--- config.mk ---
export PLATFORM = sky130hd
export DESIGN_NAME = truth_table_scanner_flat
export DESIGN_NICKNAME = d
export VERILOG_FILES = /design/src/rtl/truth_table_scanner_if.sv /design/src/rtl/truth_table_scanner.sv /design/src/flat_wrapper.sv
export SDC_FILE = /design/constraint.sdc
export NUM_CORES = 1
export LEC_CHECK = 0
export BUFFER_PORTS_ARGS = -buffer_cell sky130_fd_sc_hd__buf_4
export CAP_MARGIN = 20
export CORE_UTILIZATION = 25
export CTS_CLUSTER_SIZE = 14
export DETAILED_ROUTE_END_ITERATION = 6
export PLACE_DENSITY_LB_ADDON = 0.25
export SLEW_MARGIN = 5
export SYNTH_ARGS = -nofsm -noshare
export SYNTH_HDL_FRONTEND = slang
export SYNTH_SLANG_ARGS = --single-unit
--- constraint.sdc ---
create_clock -name i_clk -period 5.3 [get_ports i_clk]
set_clock_uncertainty 0.05 [all_clocks]
set_input_delay 1.59 -clock i_clk [delete_from_list [all_inputs] [get_ports i_clk]]
set_output_delay 1.59 -clock i_clk [all_outputs]
set_load 0.01 [all_outputs]
--- src/rtl/truth_table_scanner_if.sv ---
// Signal bundle between the board-level controller (master) and the
// truth-table scanner (slave), including the function-block vector and y.
interface truth_table_scanner_if;
    logic        i_start;
    logic [15:0] i_expected;
    logic        i_y;
    logic        o_a;
    logic        o_b;
    logic        o_c;
    logic        o_d;
    logic        o_busy;
    logic        o_done;
    logic [15:0] o_table;
    logic        o_match;
    logic [3:0]  o_fail_index;

    modport master (
        output i_start, i_expected, i_y,
        input  o_a, o_b, o_c, o_d, o_busy, o_done, o_table, o_match, o_fail_index
    );

    modport slave (
        input  i_start, i_expected, i_y,
        output o_a, o_b, o_c, o_d, o_busy, o_done, o_table, o_match, o_fail_index
    );
endinterface

--- src/rtl/truth_table_scanner.sv ---
// Steps a 4-input function block through all 16 vectors, samples y after a
// programmable settle time, and compares the captured table to a latched expectation.
//
// state     | meaning
// ST_IDLE   | waiting for start, vector held at 0
// ST_WAIT   | vector driven, counting settle cycles
// ST_SAMPLE | capture y for the current vector
// ST_DONE   | result valid and held, start re-arms a scan
module truth_table_scanner #(
    parameter int SETTLE_CYCLES = 1
) (
    input logic                  i_clk,
    input logic                  i_rst,
    truth_table_scanner_if.slave bus
);
    localparam logic [1:0] ST_IDLE   = 2'd0;
    localparam logic [1:0] ST_WAIT   = 2'd1;
    localparam logic [1:0] ST_SAMPLE = 2'd2;
    localparam logic [1:0] ST_DONE   = 2'd3;
    localparam logic [3:0] CNT_LAST  = 4'(SETTLE_CYCLES - 1);

    logic [1:0]  state_q, state_d;
    logic [3:0]  idx_q, idx_d;
    logic [3:0]  cnt_q, cnt_d;
    logic [15:0] exp_q, exp_d;
    logic [15:0] table_q, table_d;
    logic        match_q, match_d;
    logic [3:0]  fail_idx_q, fail_idx_d;

    logic [15:0] final_table;
    logic [15:0] diff;
    logic [3:0]  first_diff;

    // Result is formed from the table including the bit captured this cycle.
    always_comb begin
        final_table = {bus.i_y, table_q[14:0]};
        diff        = final_table ^ exp_q;
        first_diff  = '0;
        for (int k = 15; k >= 0; k--) begin
            if (diff[k]) first_diff = 4'(k);
        end
    end

    always_comb begin
        state_d    = state_q;
        idx_d      = idx_q;
        cnt_d      = cnt_q;
        exp_d      = exp_q;
        table_d    = table_q;
        match_d    = match_q;
        fail_idx_d = fail_idx_q;
        case (state_q)
            ST_IDLE, ST_DONE: begin
                if (bus.i_start) begin
                    state_d    = ST_WAIT;
                    idx_d      = '0;
                    cnt_d      = '0;
                    table_d    = '0;
                    exp_d      = bus.i_expected;
                    match_d    = 1'b0;
                    fail_idx_d = '0;
                end
            end
            ST_WAIT: begin
                cnt_d = cnt_q + 4'd1;
                if (cnt_q == CNT_LAST) state_d = ST_SAMPLE;
            end
            ST_SAMPLE: begin
                table_d[idx_q] = bus.i_y;
                if (idx_q == 4'd15) begin
                    state_d    = ST_DONE;
                    match_d    = (final_table == exp_q);
                    fail_idx_d = first_diff;
                    idx_d      = '0;
                end else begin
                    state_d = ST_WAIT;
                    idx_d   = idx_q + 4'd1;
                    cnt_d   = '0;
                end
            end
            default: state_d = ST_IDLE;
        endcase
    end

    always_ff @(posedge i_clk) begin
        if (i_rst) begin
            state_q    <= ST_IDLE;
            idx_q      <= '0;
            cnt_q      <= '0;
            exp_q      <= '0;
            table_q    <= '0;
            match_q    <= 1'b0;
            fail_idx_q <= '0;
        end else begin
            state_q    <= state_d;
            idx_q      <= idx_d;
            cnt_q      <= cnt_d;
            exp_q      <= exp_d;
            table_q    <= table_d;
            match_q    <= match_d;
            fail_idx_q <= fail_idx_d;
        end
    end

    assign bus.o_a          = idx_q[3];
    assign bus.o_b          = idx_q[2];
    assign bus.o_c          = idx_q[1];
    assign bus.o_d          = idx_q[0];
    assign bus.o_busy       = (state_q == ST_WAIT) || (state_q == ST_SAMPLE);
    assign bus.o_done       = (state_q == ST_DONE);
    assign bus.o_table      = table_q;
    assign bus.o_match      = match_q;
    assign bus.o_fail_index = fail_idx_q;
endmodule

--- src/flat_wrapper.sv ---
// flat-port wrapper written by rule: the top's interface ports become plain ports
module truth_table_scanner_flat 
#(
    parameter int SETTLE_CYCLES = 1
)
  (i_clk, i_rst, bus_i_start, bus_i_expected, bus_i_y, bus_o_a, bus_o_b, bus_o_c, bus_o_d, bus_o_busy, bus_o_done, bus_o_table, bus_o_match, bus_o_fail_index);
  truth_table_scanner_if bus_i ();
  input logic i_clk;
  input logic i_rst;
  input wire logic [$bits(bus_i.i_start)-1:0] bus_i_start;
  input wire logic [$bits(bus_i.i_expected)-1:0] bus_i_expected;
  input wire logic [$bits(bus_i.i_y)-1:0] bus_i_y;
  output wire logic [$bits(bus_i.o_a)-1:0] bus_o_a;
  output wire logic [$bits(bus_i.o_b)-1:0] bus_o_b;
  output wire logic [$bits(bus_i.o_c)-1:0] bus_o_c;
  output wire logic [$bits(bus_i.o_d)-1:0] bus_o_d;
  output wire logic [$bits(bus_i.o_busy)-1:0] bus_o_busy;
  output wire logic [$bits(bus_i.o_done)-1:0] bus_o_done;
  output wire logic [$bits(bus_i.o_table)-1:0] bus_o_table;
  output wire logic [$bits(bus_i.o_match)-1:0] bus_o_match;
  output wire logic [$bits(bus_i.o_fail_index)-1:0] bus_o_fail_index;
  assign bus_i.i_start = bus_i_start;
  assign bus_i.i_expected = bus_i_expected;
  assign bus_i.i_y = bus_i_y;
  assign bus_o_a = bus_i.o_a;
  assign bus_o_b = bus_i.o_b;
  assign bus_o_c = bus_i.o_c;
  assign bus_o_d = bus_i.o_d;
  assign bus_o_busy = bus_i.o_busy;
  assign bus_o_done = bus_i.o_done;
  assign bus_o_table = bus_i.o_table;
  assign bus_o_match = bus_i.o_match;
  assign bus_o_fail_index = bus_i.o_fail_index;
  truth_table_scanner #(.SETTLE_CYCLES(SETTLE_CYCLES)) u_core (.i_clk(i_clk), .i_rst(i_rst), .bus(bus_i));
endmodule
==> results.toml, run 1 <==
[placed_design]
port_buffers = 46
hpwl_mm = 4.55
placed_cells = 449
gp_congestion = 0.761

[logic_synthesis]
synthMuxAreaShare = 0.0605
synth-compound-area-share = 0.150
synth_seq_cells = 47
ys_types = 46
netlist_area_um2 = 2400
synth_fp_nets = 314
synth_top_family_by_area = "simple AND/OR/NAND/NOR gates"
ys.flop_type = "dfxtp_1"
synth_edf_count = 0
ys_warn_count = 0
seq_area_frac_synth = 0.392
async_flop_share = 0
synth_xor_xnor_area_share = 0.0766
synthAdderAreaFrac = 0.0521
synth_area_per_cell_um2 = 8.45
syn_inst = 284
synth-simple-area-share = 0.233

[cts]
clkTransAtPathRegs_ns = 0.10
cts_buffers = 5
ctsResizeCount = 0
cts_sinks = 47
hold_buffers = 0
worstSkewPairLatency_ns = 0.31
postCtsSetupRepairBufs = 0
cts.htree.levels = 2
clockBufferDepth = 2
cts-root-buf = "clkbuf_8"
cts_tree = "yes"

[finish]
fin_cells = 457
layout.nets = 357
area_delta_synth_final_pct = 24.1
diodes = 0
drive_gt1_frac = 0.192

[route]
drtIter0Drc = 92
ant_nets = 0
wl_mm = 6.08
drc = 0
post_drt_wl_per_cell_um = 13.3
dr.pass1.iters = 4
vias = 2086
routed_via_density = 4.56

[sta]
tightest_slew_ns = 0.753
final_max_slew_viol_count = 0
rsz0062_at_grt = "no"
max_freq_ghz = 0.326
hold_viol = 0
slew_headroom = 0.492
period_share = 0.578
finalCriticalPeriod_ns = 3.06
report.final.setup_viol = 0
tns_ns = 0

[global_route]
grt_max_degree = 33
antenna_found_initial = 0
track_usage = 0.127
grt.overflow.total = 0
grt_pass1_wl_mm = 9.82
grt_pass1_vias = 1917

[worst_hold_path]
min_path_type = "register to register"
min_from = "u_core.exp_q[15]$_SDFFE_PP0P_"

[setup_path]
crit_type = "register to output port"
crit_path_start = "u_core.state_q[0]$_SDFFE_PP0P_"
end_kind = "output port"
required_ns = 3.66
start_kind = "register"
crit_arrival_ns = 1.42
path_max_fanout = 6
r2r_start = "u_core.state_q[0]$_SDFFE_PP0P_"

[floorplanning]
row_count = 35
fp.dieArea_um2 = 10000
ios = 47
die_w_um = 100
core_um2 = 9280
initial_core_util = 0.258
die_h_um = 100

[run_status]
status = "complete, no violations"

[pwr]
static-leakage-power_nw = 1.29
cellPowerDensity_nw_per_um2 = 286
vdd_ir_drop_max_mv = 0.118

[flow_run]
max_cap_viol_count = 0
## cell type report
type                            count  area (µm²)
Sequential cell                    47         941
Inverter                            9        33.8
Tap cell                          129         161
Clock inverter                      3        46.3
Multi-Input combinational cell    217        1370
Clock buffer                        5        68.8
Timing Repair Buffer               47         353
Fill cell                        1036        6310
## metrics by stage
| step | utilization | area [µm²] | hold slack (ns) | power [mW] | setup WS (ns) |
|---|---|---|---|---|---|
| final | 0.321 | 2980 | 0.421 | 0.852 | 2.24 |
| after global routing | 0.321 | 2980 | 0.443 | 0.903 | 2.14 |
| after CTS | 0.321 | 2980 | 0.424 | 0.862 | 2.22 |
| after detailed placement | 0.308 | 2860 | 0.407 | 0.589 | 1.95 |
| after global placement | 0.308 | 2860 | 0.406 | 0.586 | 1.96 |
| after floorplan | - | 2400 | 0.398 | 0.531 | 2.75 |
## power by group
group / switching, mW / total, mW / internal [mW] / leakage (nW)
registers: 0.0150 / 0.386 / 0.371 / 0.381
clock network: 0.130 / 0.273 / 0.142 / 0.0548
logic: 0.117 / 0.193 / 0.0760 / 0.850
total: 0.263 / 0.852 / 0.589 / 1.29
## routing by layer
layer  wire length, µm  vias to the layer above  track usage
li1                  -                     1075            -
met1              3060                      966        0.175
met2              2680                       37        0.195
met3               248                        8       0.0292
met4                97                        0       0.0412
met5                 0                        -            0
## cells in the final DEF (no fill, tap or decap), drive strengths merged, types with 3 or more instances in the layout
| cell type | instances |
|---|---|
| buf | 47 |
| dfxtp | 47 |
| nand2 | 45 |
| a21oi | 32 |
| nor2 | 24 |
| nand3 | 15 |
| mux2i | 13 |
| xnor2 | 11 |
| xor2 | 10 |
| ha | 10 |
| inv | 10 |
| o21ai | 9 |
| clkbuf | 5 |
| nand4 | 5 |
| nor2b | 4 |
| and2 | 4 |
| a211oi | 3 |
| o211ai | 3 |
## registers in the layout (all words and copies together), names as in the netlist
register                 flops
u_core.idx_q                 4
u_core.bus.o_fail_index      4
u_core.exp_q                16
u_core.bus.o_match           1
u_core.state_q               2
u_core.bus.o_table          16
u_core.cnt_q                 4
## path summary, 6_finish.rpt
path	to	slack, ns	depth (start not counted)
worst min-delay path	u_core.exp_q[15]$_SDFFE_PP0P_	0.42	2
worst max register to register	u_core.bus.o_table[2]$_SDFFE_PP0P_	2.77	6
worst max-delay path	bus_o_busy	2.24	4
worst min register to register	u_core.exp_q[15]$_SDFFE_PP0P_	0.42	2
## kinds of logic after synthesis
kind of cell,Yosys count
and+or+nand+nor,112
AOI/OAI and AO/OA,60
DFF,47
xor gates and xnor gates,21
buffers and inverters,20
muxes,14
adders and majority gates,10
## Yosys cell counts, drive strengths merged (2+ instances only)
library cell | count | area (µm²)
ha | 10 | 125
a21oi | 32 | 160
buf | 6 | 32.5
clkbuf | 5 | 18.8
a32oi | 2 | 17.5
and2 | 4 | 27.5
xor2 | 10 | 87.6
o2bb2ai | 2 | 17.5
nor2 | 24 | 90.1
a211oi | 3 | 22.5
nor2b | 4 | 25.0
nand3 | 15 | 75.1
nor3 | 2 | 10.0
o21ai | 9 | 45.0
nand2b | 2 | 12.5
mux2i | 13 | 130
o211ai | 3 | 22.5
dfxtp | 47 | 941
xnor2 | 11 | 96.3
and4 | 2 | 17.5
nand2 | 45 | 169
inv | 9 | 33.8
nand4 | 5 | 46.3
## worst max-delay path: stages (launching register included)
cell and delay, ns:
dfxtp_1 0.41, inv_1 0.06, ha_1 0.38, inv_1 0.11, buf_4 0.15
(Power assumes the default switching activity.)
==> inputs of run 2 (changes only) <==
==> constraint.sdc (replaced) <==
create_clock -name i_clk -period 2.93 [get_ports i_clk]
set_clock_uncertainty 0.05 [all_clocks]
set_input_delay 0.879 -clock i_clk [delete_from_list [all_inputs] [get_ports i_clk]]
set_output_delay 0.879 -clock i_clk [all_outputs]
set_load 0.01 [all_outputs]
==> results.toml, run 2 (synthesis gave the netlist of run 1 again) <==
[setup_path]
crit_chain = "inv_1 -> ha_1 -> inv_1 -> buf_4"
critPathMaxStageDelay_ns = 0.42
crit_type = "register to output port"
crit_arrival_ns = 1.42
required_ns = 2.00
end_kind = "output port"
cpMostUsedCell = "inv_1"
path_max_fanout = 6
crit_buf_inv = 3
crit_family = "flip-flops"
crit_slowest_cell = "dfxtp_1"
start_kind = "register"

[placed_design]
gp_congestion = 0.754
port_buffers = 46
hpwl_mm = 4.61
dpl-instance-area_um2 = 2880
placed_cells = 451

[floorplanning]
die_h_um = 100
die_w_um = 100
core_um2 = 9280
fp.dieArea_um2 = 10000
ios = 47
row_count = 35
initial_core_util = 0.258

[sta]
tns_ns = 0
slew_headroom = 0.429
period_share = 0.803
hold_viol = 0
finalCriticalPeriod_ns = 2.35
tightest_slew_ns = 0.848
rsz0062_at_grt = "no"
max_freq_ghz = 0.425
holdWs_ns = 0.423
report.final.setup_viol = 0
final_max_slew_viol_count = 0

[flow_run]
max_cap_viol_count = 0

[cts]
cts_sinks = 47
clockBufferDepth = 2
cts-root-buf = "clkbuf_8"
postCtsSetupRepairBufs = 0
clkTransAtPathRegs_ns = 0.10
cts.htree.levels = 2
hold_buffers = 0
worstSkewPairLatency_ns = 0.31
ctsResizeCount = 0
cts_tree = "yes"
cts_buffers = 5

[route]
ant_nets = 0
vias = 2055
post_drt_wl_per_cell_um = 13.5
drc = 0
routed_via_density = 4.48
wl_mm = 6.20
drtIter0Drc = 90
dr.pass1.iters = 4

[pwr]
cellPowerDensity_nw_per_um2 = 500
vdd_ir_drop_max_mv = 0.181
static-leakage-power_nw = 1.29

[global_route]
track_usage = 0.132
top_usage_layer = "met2"
grt_pass1_vias = 2032
use_met1 = 0.178
grt_pass1_wl_mm = 10.3
antenna_found_initial = 0
globalRouteMet3Util = 0.0272
grtUsageMet2 = 0.213
grt.overflow.total = 0
grt_max_degree = 31

[finish]
finalInstanceArea_um2 = 2980
multi_input_area_um2 = 1370
area_delta_synth_final_pct = 24.0
fin_util = 0.321
layout.nets = 359
fin_cells = 459
seqCellArea_um2 = 941
layout_common_cells = "buf_4, dfxtp_1, nand2_1"
final_common_cell = "buf_4"
drive_gt1_frac = 0.197
diodes = 0
fill_cells = 1044

[worst_hold_path]
min_path_type = "register to register"

[run_status]
status = "complete, no violations"
## run 2: cell types whose count changed in the layout (fill, tap and decap cells not counted), sizes merged
cell / delta
buf: +2
clkinv: +1
inv: -1
bufinv: -1
clkbuf: +1
## run 2: area by class of cell
class                   count  area share
flip-flops and latches     47       0.316
well taps                 129      0.0542
clock inverters             2     0.00546
clock buffers               6      0.0277
inverters                   9      0.0113
multi-input cells         217       0.462
repair buffers             49       0.124
## run 2: metrics by stage
stage | power (mW) | worst slack, ns
5_1_grt | 1.58 | 0.492
3_3_place_gp | 1.07 | 0.674
4_1_cts | 1.50 | 0.561
6_report | 1.49 | 0.577
2_1_floorplan | 0.961 | 1.10
3_5_place_dp | 1.07 | 0.653
## run 2: report_power, final
group / switching [mW] / leakage [nW] / internal, mW
Clock: 0.240 / 0.0474 / 0.193
Combinational: 0.214 / 0.860 / 0.142
Sequential: 0.0278 / 0.381 / 0.671
## run 2: routing by layer
metal | vias to the layer above | wire length [µm]
met3 | 7 | 262
li1 | 1068 | -
met5 | - | 0
met2 | 51 | 2790
met4 | 0 | 81
met1 | 929 | 3060
## run 2: final timing paths
path | start | to | slack (ns) | cells past startpoint
min | u_core.exp_q[0]$_SDFFE_PP0P_ | u_core.exp_q[0]$_SDFFE_PP0P_ | 0.42 | 2
max reg2reg | u_core.state_q[0]$_SDFFE_PP0P_ | u_core.bus.o_table[12]$_SDFFE_PP0P_ | 0.78 | 6
max | u_core.state_q[0]$_SDFFE_PP0P_ | bus_o_busy | 0.58 | 4
min reg2reg | u_core.exp_q[0]$_SDFFE_PP0P_ | u_core.exp_q[0]$_SDFFE_PP0P_ | 0.42 | 2
## run 2: worst reg2reg max path, stage by stage (launching register included)
cell     delay, ns
dfxtp_1       0.42
inv_1         0.06
ha_1          0.37
and2_1        0.61
a21oi_1       0.22
o21ai_0       0.21
a21oi_1       0.08
